`config.mk`:
```
export PLATFORM = sky130hd
export DESIGN_NAME = perceptron_core
export DESIGN_NICKNAME = d
export VERILOG_FILES = /design/src/rtl/perceptron_pkg.sv /design/src/rtl/perceptron_weight_bank.sv /design/src/rtl/perceptron_core.sv
export SDC_FILE = /design/constraint.sdc
export NUM_CORES = 1
export LEC_CHECK = 0
export ABC_AREA = 1
export CORE_UTILIZATION = 61
export CTS_CLUSTER_DIAMETER = 50
export DETAILED_ROUTE_END_ITERATION = 8
export PLACE_DENSITY = 0.83
export SKIP_LAST_GASP = 1
export SLEW_MARGIN = 20
export SYNTH_ARGS = -nofsm -noshare
export SYNTH_HDL_FRONTEND = slang
export SYNTH_SLANG_ARGS = --single-unit
export TNS_END_PERCENT = 30
```
`constraint.sdc`:
```
create_clock -name clk_i -period 8 [get_ports clk_i]
set_clock_uncertainty 0.1 [all_clocks]
set_input_delay 1.6 -clock clk_i [delete_from_list [all_inputs] [get_ports clk_i]]
set_output_delay 1.6 -clock clk_i [all_outputs]
set_load 0.05 [all_outputs]
```
`src/rtl/perceptron_pkg.sv`:
```
// Shared types and helpers for the perceptron engine: FSM state encoding and
// a saturating adder used by the on-chip learning path.
package perceptron_pkg;

   typedef enum logic [2:0] {IDLE, MAC, DECIDE, UPDATE, OUT} state_e;

   // Adds a and b, then clamps the result to the signed range of 'width' bits.
   function automatic logic signed [31:0] sat_add(input logic signed [31:0] a,
                                                  input logic signed [31:0] b,
                                                  input int width);
      logic signed [32:0] s;
      logic signed [32:0] hi;
      logic signed [32:0] lo;
      s  = 33'(a) + 33'(b);
      hi = (33'sd1 <<< (width - 1)) - 33'sd1;
      lo = -(33'sd1 <<< (width - 1));
      if (s > hi)
         return hi[31:0];
      else if (s < lo)
         return lo[31:0];
      else
         return s[31:0];
   endfunction

endpackage

```
`src/rtl/perceptron_weight_bank.sv`:
```
// Weight and bias storage: entries 0..N_INPUTS-1 are weights, entry N_INPUTS is
// the bias. One combinational read port, one saturating read-modify-write port.
module perceptron_weight_bank
   import perceptron_pkg::*;
#(
   parameter int N_INPUTS = 4,
   parameter int WEIGHT_W = 8,
   parameter int DELTA_W  = 9,
   parameter int IDX_W    = 3
) (
   input  logic                       clk_i,
   input  logic                       reset_ni,
   input  logic [IDX_W-1:0]           rd_idx,
   output logic signed [WEIGHT_W-1:0] rd_data,
   input  logic                       upd_en,
   input  logic [IDX_W-1:0]           upd_idx,
   input  logic signed [DELTA_W-1:0]  upd_delta
);

   logic signed [WEIGHT_W-1:0] w_q [N_INPUTS+1];
   logic signed [31:0]         upd_sum;

   assign rd_data = w_q[rd_idx];

   always_comb begin
      upd_sum = sat_add(32'(w_q[upd_idx]), 32'(upd_delta), WEIGHT_W);
   end

   always_ff @(posedge clk_i or negedge reset_ni) begin
      if (!reset_ni) begin
         for (int i = 0; i <= N_INPUTS; i++) w_q[i] <= '0;
      end else if (upd_en) begin
         w_q[upd_idx] <= upd_sum[WEIGHT_W-1:0];
      end
   end

endmodule

```
`src/rtl/perceptron_core.sv`:
```
// Single-neuron perceptron: sequential MAC over the feature vector, threshold,
// and optional perceptron-rule update of the weight bank.
//
// state  | meaning
// IDLE   | ready for a vector; on accept, acc <= bias
// MAC    | acc += w[k]*x[k], one feature per cycle
// DECIDE | register sum/y, decide whether to learn
// UPDATE | w[k] += err*(x[k]>>>LR_SHIFT), then bias += err*BIAS_STEP
// OUT    | result presented until out_ready_i
module perceptron_core
   import perceptron_pkg::*;
#(
   parameter int N_INPUTS  = 4,
   parameter int DATA_W    = 8,
   parameter int WEIGHT_W  = 8,
   parameter int ACC_W     = 19,
   parameter int LR_SHIFT  = 2,
   parameter int BIAS_STEP = 1
) (
   input  logic                         clk_i,
   input  logic                         reset_ni,
   input  logic                         in_valid_i,
   output logic                         in_ready_o,
   input  logic [N_INPUTS*DATA_W-1:0]   x_i,
   input  logic                         train_i,
   input  logic                         target_i,
   output logic                         out_valid_o,
   input  logic                         out_ready_i,
   output logic                         y_o,
   output logic [ACC_W-1:0]             sum_o,
   output logic                         updated_o
);

   localparam int K_W     = (N_INPUTS > 1) ? $clog2(N_INPUTS) : 1;
   localparam int IDX_W   = $clog2(N_INPUTS + 1);
   localparam int DELTA_W = DATA_W + 1;
   localparam int PROD_W  = DATA_W + WEIGHT_W;
   localparam logic [K_W-1:0] K_LAST = K_W'(N_INPUTS - 1);

   state_e                      state_q, state_d;
   logic [N_INPUTS*DATA_W-1:0]  x_q;
   logic                        train_q, target_q;
   logic signed [ACC_W-1:0]     acc_q;
   logic [K_W-1:0]              k_q;
   logic                        bias_ph_q;

   logic [IDX_W-1:0]            rd_idx, upd_idx;
   logic signed [WEIGHT_W-1:0]  rd_data;
   logic signed [DATA_W-1:0]    x_sel, x_shr;
   logic signed [PROD_W-1:0]    prod;
   logic signed [DELTA_W-1:0]   upd_delta;
   logic                        upd_en;
   logic                        y_now;

   perceptron_weight_bank #(
      .N_INPUTS (N_INPUTS),
      .WEIGHT_W (WEIGHT_W),
      .DELTA_W  (DELTA_W),
      .IDX_W    (IDX_W)
   ) u_bank (
      .clk_i     (clk_i),
      .reset_ni  (reset_ni),
      .rd_idx    (rd_idx),
      .rd_data   (rd_data),
      .upd_en    (upd_en),
      .upd_idx   (upd_idx),
      .upd_delta (upd_delta)
   );

   assign in_ready_o  = (state_q == IDLE);
   assign out_valid_o = (state_q == OUT);

   // The read port serves the bias while idle so acc can be preloaded at accept.
   always_comb begin
      x_sel   = x_q[int'(k_q)*DATA_W +: DATA_W];
      x_shr   = x_sel >>> LR_SHIFT;
      prod    = rd_data * x_sel;
      y_now   = ~acc_q[ACC_W-1];
      rd_idx  = (state_q == IDLE) ? IDX_W'(N_INPUTS) : IDX_W'(k_q);
      upd_idx = bias_ph_q ? IDX_W'(N_INPUTS) : IDX_W'(k_q);
      upd_en  = (state_q == UPDATE);
      if (bias_ph_q)
         upd_delta = target_q ? DELTA_W'(BIAS_STEP) : -DELTA_W'(BIAS_STEP);
      else
         upd_delta = target_q ? DELTA_W'(x_shr) : -DELTA_W'(x_shr);
   end

   always_ff @(posedge clk_i or negedge reset_ni) begin
      if (!reset_ni) state_q <= IDLE;
      else           state_q <= state_d;
   end

   always_comb begin
      state_d = state_q;
      case (state_q)
         IDLE:    if (in_valid_i) state_d = MAC;
         MAC:     if (k_q == K_LAST) state_d = DECIDE;
         DECIDE:  state_d = (train_q && (y_now != target_q)) ? UPDATE : OUT;
         UPDATE:  if (bias_ph_q) state_d = OUT;
         OUT:     if (out_ready_i) state_d = IDLE;
         default: state_d = IDLE;
      endcase
   end

   always_ff @(posedge clk_i or negedge reset_ni) begin
      if (!reset_ni) begin
         x_q       <= '0;
         train_q   <= 1'b0;
         target_q  <= 1'b0;
         acc_q     <= '0;
         k_q       <= '0;
         bias_ph_q <= 1'b0;
         sum_o     <= '0;
         y_o       <= 1'b0;
         updated_o <= 1'b0;
      end else begin
         case (state_q)
            IDLE: if (in_valid_i) begin
               x_q       <= x_i;
               train_q   <= train_i;
               target_q  <= target_i;
               acc_q     <= {{(ACC_W-WEIGHT_W){rd_data[WEIGHT_W-1]}}, rd_data};
               k_q       <= '0;
               bias_ph_q <= 1'b0;
            end
            MAC: begin
               acc_q <= acc_q + {{(ACC_W-PROD_W){prod[PROD_W-1]}}, prod};
               k_q   <= (k_q == K_LAST) ? '0 : k_q + 1'b1;
            end
            DECIDE: begin
               sum_o     <= acc_q;
               y_o       <= y_now;
               updated_o <= 1'b0;
               k_q       <= '0;
               bias_ph_q <= 1'b0;
            end
            UPDATE: begin
               if (bias_ph_q)
                  updated_o <= 1'b1;
               else if (k_q == K_LAST)
                  bias_ph_q <= 1'b1;
               else
                  k_q <= k_q + 1'b1;
            end
            default: ;
         endcase
      end
   end

endmodule
```
* After elaboration in Yosys (flattened, before gate mapping)
Index checks and enable logic that the tools add are counted.
Operators by class: reduce and logical (&&, ||, !) cells 13, multipliers 1, $add $sub $neg 4, shifts and indexed selects 1, equal/unequal tests 12, magnitude comparators 5, multiplexer cells 35, bitwise operators 3
Operators with widths (number):
- $mux 8 | 7
- $bmux 8 s3 | 2
- $bwmux 40 | 1
- $pmux 19 s2 | 1
- $shiftx 32x6->8 | 1
- $mux 9 | 3
- $demux 8 s3 | 1
- $mux 3 | 7
- $add 19x19->19 | 1
- $mux 19 | 1
- $mul 8x8->16 | 1
- $pmux 3 s5 | 1
- $add 8x9->10 | 1
- $gt 10x8->1 const B | 1
- $lt 10x8->1 const B | 1
- $ne 2x2->1 const B | 5
- $neg 6->9 | 1
- $ge 4x4->1 const B | 2
- $mux 2 | 4
- $not 3->4 | 2
- $pmux 2 s4 | 1
- $reduce_and 2->1 | 4
- $reduce_and 4->1 | 2
- $eq 3x2->1 const B | 2
- 16 further kinds | 21
Storage, ports and cells: output and inout bits 23, register bits after elaboration 120, logic and storage cells 89

* Depth between registers and ports, before layout
depth after elaboration 10, gate-level depth with buffers 40, gate-level depth less buffers 40

* Hierarchy
From an unflattened synthesis, not the netlist that was laid out.
Unflattened totals: cells, all modules 1357, area total of the unflattened synthesis 9935.8 um2
By module, submodules not included:
- perceptron_core | cells each 956, sequential area each 2001.9 um2, area an instance 7171.9 um2, instances 1
- perceptron_weight_bank | cells each 401, sequential area each 1001.0 um2, area an instance 2763.9 um2, instances 1

* Worst setup path before layout
Ideal clock, no wire load.
path type reg2reg, start register k_q[1], end register acc_q[18], stages on the path, launching flop included 35, slack 1.914 ns, setup time 0.117 ns, arrival 5.869 ns, cell sequence dfrtp_1 -> buf_6 -> inv_2 -> buf_4 -> a21oi_1 -> a32oi_2 -> clkinv_1 -> nor2_1 -> inv_1 -> fa_1 -> inv_1 -> fa_1 -> fa_1 -> inv_1 -> fa_1 -> inv_1 -> ha_1 -> nand2_1 -> inv_1 -> nand2_1 -> nand2_1 -> a21oi_1 -> nor2_1 -> nor2_1 -> xor2_1 -> inv_1 -> ha_1 -> a21oi_1 -> o21ai_0 -> a21oi_1 -> nand3_1 -> inv_1 -> nand3_1 -> nand3_1 -> nand2_1
On the way: word-level cells in the longest chain between the ends 8, elaborated cells between the ends (all ways) 10
Ends and longest elaborated chain:
- from (decl) | line perceptron_core.sv:44 | logic [K_W-1:0] k_q;
- from (signal assigned) | line perceptron_core.sv:128 | k_q <= (k_q == K_LAST) ? '0 : k_q + 1'b1;
- from (signal assigned) | line perceptron_core.sv:143 | k_q <= k_q + 1'b1;
- $mux 3 | line perceptron_core.sv:79 | rd_idx = (state_q == IDLE) ? IDX_W'(N_INPUTS) : IDX_W'(k_q);
- $not 3->4 (implied by the code) | line perceptron_weight_bank.sv:23 | assign rd_data = w_q[rd_idx];
- $bmux 8 s3 | line perceptron_weight_bank.sv:23
- $mux 8 (implied by the code) (2 in a row) | line perceptron_weight_bank.sv:23
- $mul 8x8->16 | line perceptron_core.sv:77 | prod = rd_data * x_sel;
- $add 19x19->19 | line perceptron_core.sv:127 | acc_q <= acc_q + {{(ACC_W-PROD_W){prod[PROD_W-1]}}, prod};
- $pmux 19 s2 * | line perceptron_core.sv:117 | case (state_q)
- to (signal assigned) | line perceptron_core.sv:122 | acc_q <= {{(ACC_W-WEIGHT_W){rd_data[WEIGHT_W-1]}}, rd_data};
- to (signal assigned) | line perceptron_core.sv:127
- to (decl) | line perceptron_core.sv:43 | logic signed [ACC_W-1:0] acc_q;
Mark *: on every way between the ends. The rest lies on a longest branch, timed or not. The select of a mux whose other input is x is not followed. A chain may end at the register's enable or synchronous reset.

* Final worst setup path
start register state_q[2], end register acc_q[17]
On the way: word-level cells in the longest chain between the ends 9, elaborated cells between the ends (all ways) 14
Ends and longest elaborated chain:
- from (decl) | line perceptron_core.sv:40 | state_e state_q, state_d;
- from (signal assigned) | line perceptron_core.sv:90 | else state_q <= state_d;
- $logic_not 3->1 | line perceptron_core.sv:79, perceptron_core.sv:117
- $mux 3 | line perceptron_core.sv:79
- $not 3->4 (implied by the code) | line perceptron_weight_bank.sv:23
- $bmux 8 s3 | line perceptron_weight_bank.sv:23
- $mux 8 (implied by the code) (2 in a row) | line perceptron_weight_bank.sv:23
- $mul 8x8->16 | line perceptron_core.sv:77
- $add 19x19->19 | line perceptron_core.sv:127
- $pmux 19 s2 | line perceptron_core.sv:117
Several ways; a longest one is shown, not always the timed one. The select of a mux whose other input is x is not followed.

==> results.txt <==
Post-synth cell types: 42
Core Region: 15400 µm²
Initial Utilization: 63.5%
Die height: 129 µm
P&R area growth vs syn: 13.7%
WHS Path Cells: 2
Synthesized Nets: 1502
Synth Instances: 1347
Gr ovfl total: 0
Vias in the first global route: 8705
Post-CTS setup buffers: 0
DRC Markers: 0
# H-tree levels: 4
Synth area leader: dfrtp_1
DRT Pass-1 Iters: 6
Critical Path Slowest Stage Cell: fa_1
Share of layout cells above drive strength 1: 5.73%
CP arrival: 7480 ps
Capture point of the worst reg-to-reg path: acc_q[17]
Fin nets: 1556
Final Setup Violations: 0
CP Class: reg -> reg
Later-pin clock latency in the skew report: 430 ps
CTS tree: built
Synth top cells by count: 427 x nand2_1, 197 x inv_1, 120 x dfrtp_1, 109 x nor2_1, 91 x o21ai_0
DP Wirelength: 19100 µm
Setup ws final: 760 ps
Buffers on Ports: 60
Mapped Area: 9800 µm²
Worst stage delay on the critical path: 560 ps
Ratio of final minimum period to clock period: 90.5%
DRT iter0 DRCs: 898
Initial antenna violation count: 0
R2R setup slack: 760 ps
Inserted Clock Buffers: 17
Placer Congestion: 1.00
Cts hold-fix bufs: 0
Synth top area share: 30.6%
Ys Warns: 0
Largest net degree at the start of global routing: 73
Post-CTS Resized: 0
Row count: 45
Setup crit end kind: flip-flop
# diodes: 0
Number of synthesized flops with an enable pin: 0
Status: finished, final reports clean
Min Tclk post-route: 7240 ps
Setup TNS: 0 ps
Critical path required time: 8240 ps
Relative slew slack: 29.7%
Reg2Reg Depth: 34
FMAX: 138 MHz
Worst Min Path Start: x_q[14]
Total GRT Usage: 33.2%
Clk slew on worst S/H paths: 60 ps
Vias per inst: 5.52
Worst Hold Class: reg -> reg
Clock tree sinks: 120
Primary FF master, synth: dfrtp_1
CP Max Fanout: 12
Worst path most repeated cell: nand2_1
Seq cells post-synth: 120
Crit. Startpoint: state_q[2]
Detailed-route via count: 8972
Hold Vio Cnt, Final: 0
Die area: 16600 µm²
First-pass GRT wire length: 42200 µm
Unrepaired setup endpoints after global routing: false
Chip Width: 129 µm
Synth top area cells: dfrtp_1 31%, nand2_1 16%, fa_1 12%
Fin. max-slew vios: 0
Startpoint types: flip-flop
Worst hold endpoint: x_q[14]
Syn_area_per_cell: 7.28 µm²
Clock root buffer: clkbuf_16
Fraction of registers with async set/reset: 100%
Overall routed net length: 25300 µm
Pre-CTS setup slack: 968 ps
Routed Antenna Nets: 0
Worst Max-Slew Pin Slew: 1050 ps
Register area share after synthesis: 30.6%
Max Buffers Root-to-Sink: 2
Reg2Reg Launch Point: state_q[2]
Most numerous cell in the Yosys netlist: nand2_1
Wire per inst: 15.6 µm
IO Pins: 61
Max-cap violations: 0
-- cells in the final DEF (no fill, tap or decap), drive strengths merged --
cell,Yosys,layout
nand2,433,433
inv,211,216
dfrtp,120,120
nor2,117,117
o21ai,107,107
a21oi,72,72
nand3,68,68
ha,60,60
clkdlybuf4s50,0,59
fa,57,57
clkbuf,15,17
xor2,13,13
xnor2,11,11
o211ai,11,11
buf,16,7
clkinv,2,6
nand4,5,5
o22ai,5,5
o21bai,4,4
clkinvlp,0,4
o221ai,3,3
nor3,3,3
a32o,2,2
a21o,2,2
nand3b,2,2
bufinv,0,2
a32oi,1,1
a221oi,1,1
o32ai,1,1
a21boi,1,1
nand2b,1,1
a22oi,1,1
or2,1,1
nor4,1,1
-- cell families after synthesis --
| logic type | synth area share [%] |
|---|---|
| AND/OR/NAND/NOR | 26.0 |
| buffers and inverters | 9.81 |
| AO/OA/AOI/OAI | 12.2 |
| flip-flops | 30.6 |
| adder cells (fa/ha/maj) | 19.3 |
| XOR/XNOR | 2.14 |
-- per-stage QoR --
step	std cells	instance area (µm²)	hold WS [ps]	utilization [%]
3_3_place_gp	1593	10600	355	68.4
4_1_cts	1625	11100	374	72.2
6_report	1625	11100	371	72.2
2_1_floorplan	1347	9800	342	-
3_5_place_dp	1593	10600	359	68.4
5_1_grt	1625	11100	390	72.2
-- registers in the layout (all words and copies together) (netlist names), 2 cells and up --
signal / count
u_bank.w_q: 40
state_q: 3
acc_q: 19
x_q: 32
k_q: 2
sum_o: 19
-- area by class of cell --
class / instances / area (µm²)
Timing Repair Buffer: 66 / 643
Clock inverter: 15 / 168
Inverter: 213 / 802
Multi-Input combinational cell: 983 / 5840
Tap cell: 211 / 264
Fill cell: 1309 / 4280
Sequential cell: 120 / 3000
Clock buffer: 17 / 425
-- worst max-delay path: cells and delay by family, from the launching register on --
kind	cells	cell delay, ps
XOR/XNOR	1	100
buffers and inverters	6	690
AO/OA/AOI/OAI	4	860
flip-flops	1	420
AND/OR/NAND/NOR	17	2080
adder cells (fa/ha/maj)	6	2920
-- worst max-delay path by stage --
stage,end,slack [ps],depth (start not counted)
2_1_floorplan,acc_q[18],1910,34
3_3_place_gp,acc_q[18],1030,33
3_5_place_dp,acc_q[18],970,33
4_1_cts,acc_q[17],880,34
5_1_grt,acc_q[18],310,38
6_report,acc_q[17],760,34
-- per-layer routing --
metal	track usage [%]	share of wire [%]	up-vias
met3	8.07	8.0	74
met2	51.2	45	370
met4	14.0	3.1	0
met5	0	0	-
met1	44.8	44	4193
li1	-	-	4335
Power is left out: the tool's default activity adds up to more than one toggle a clock period on the data nets, which glitch-free logic cannot reach.
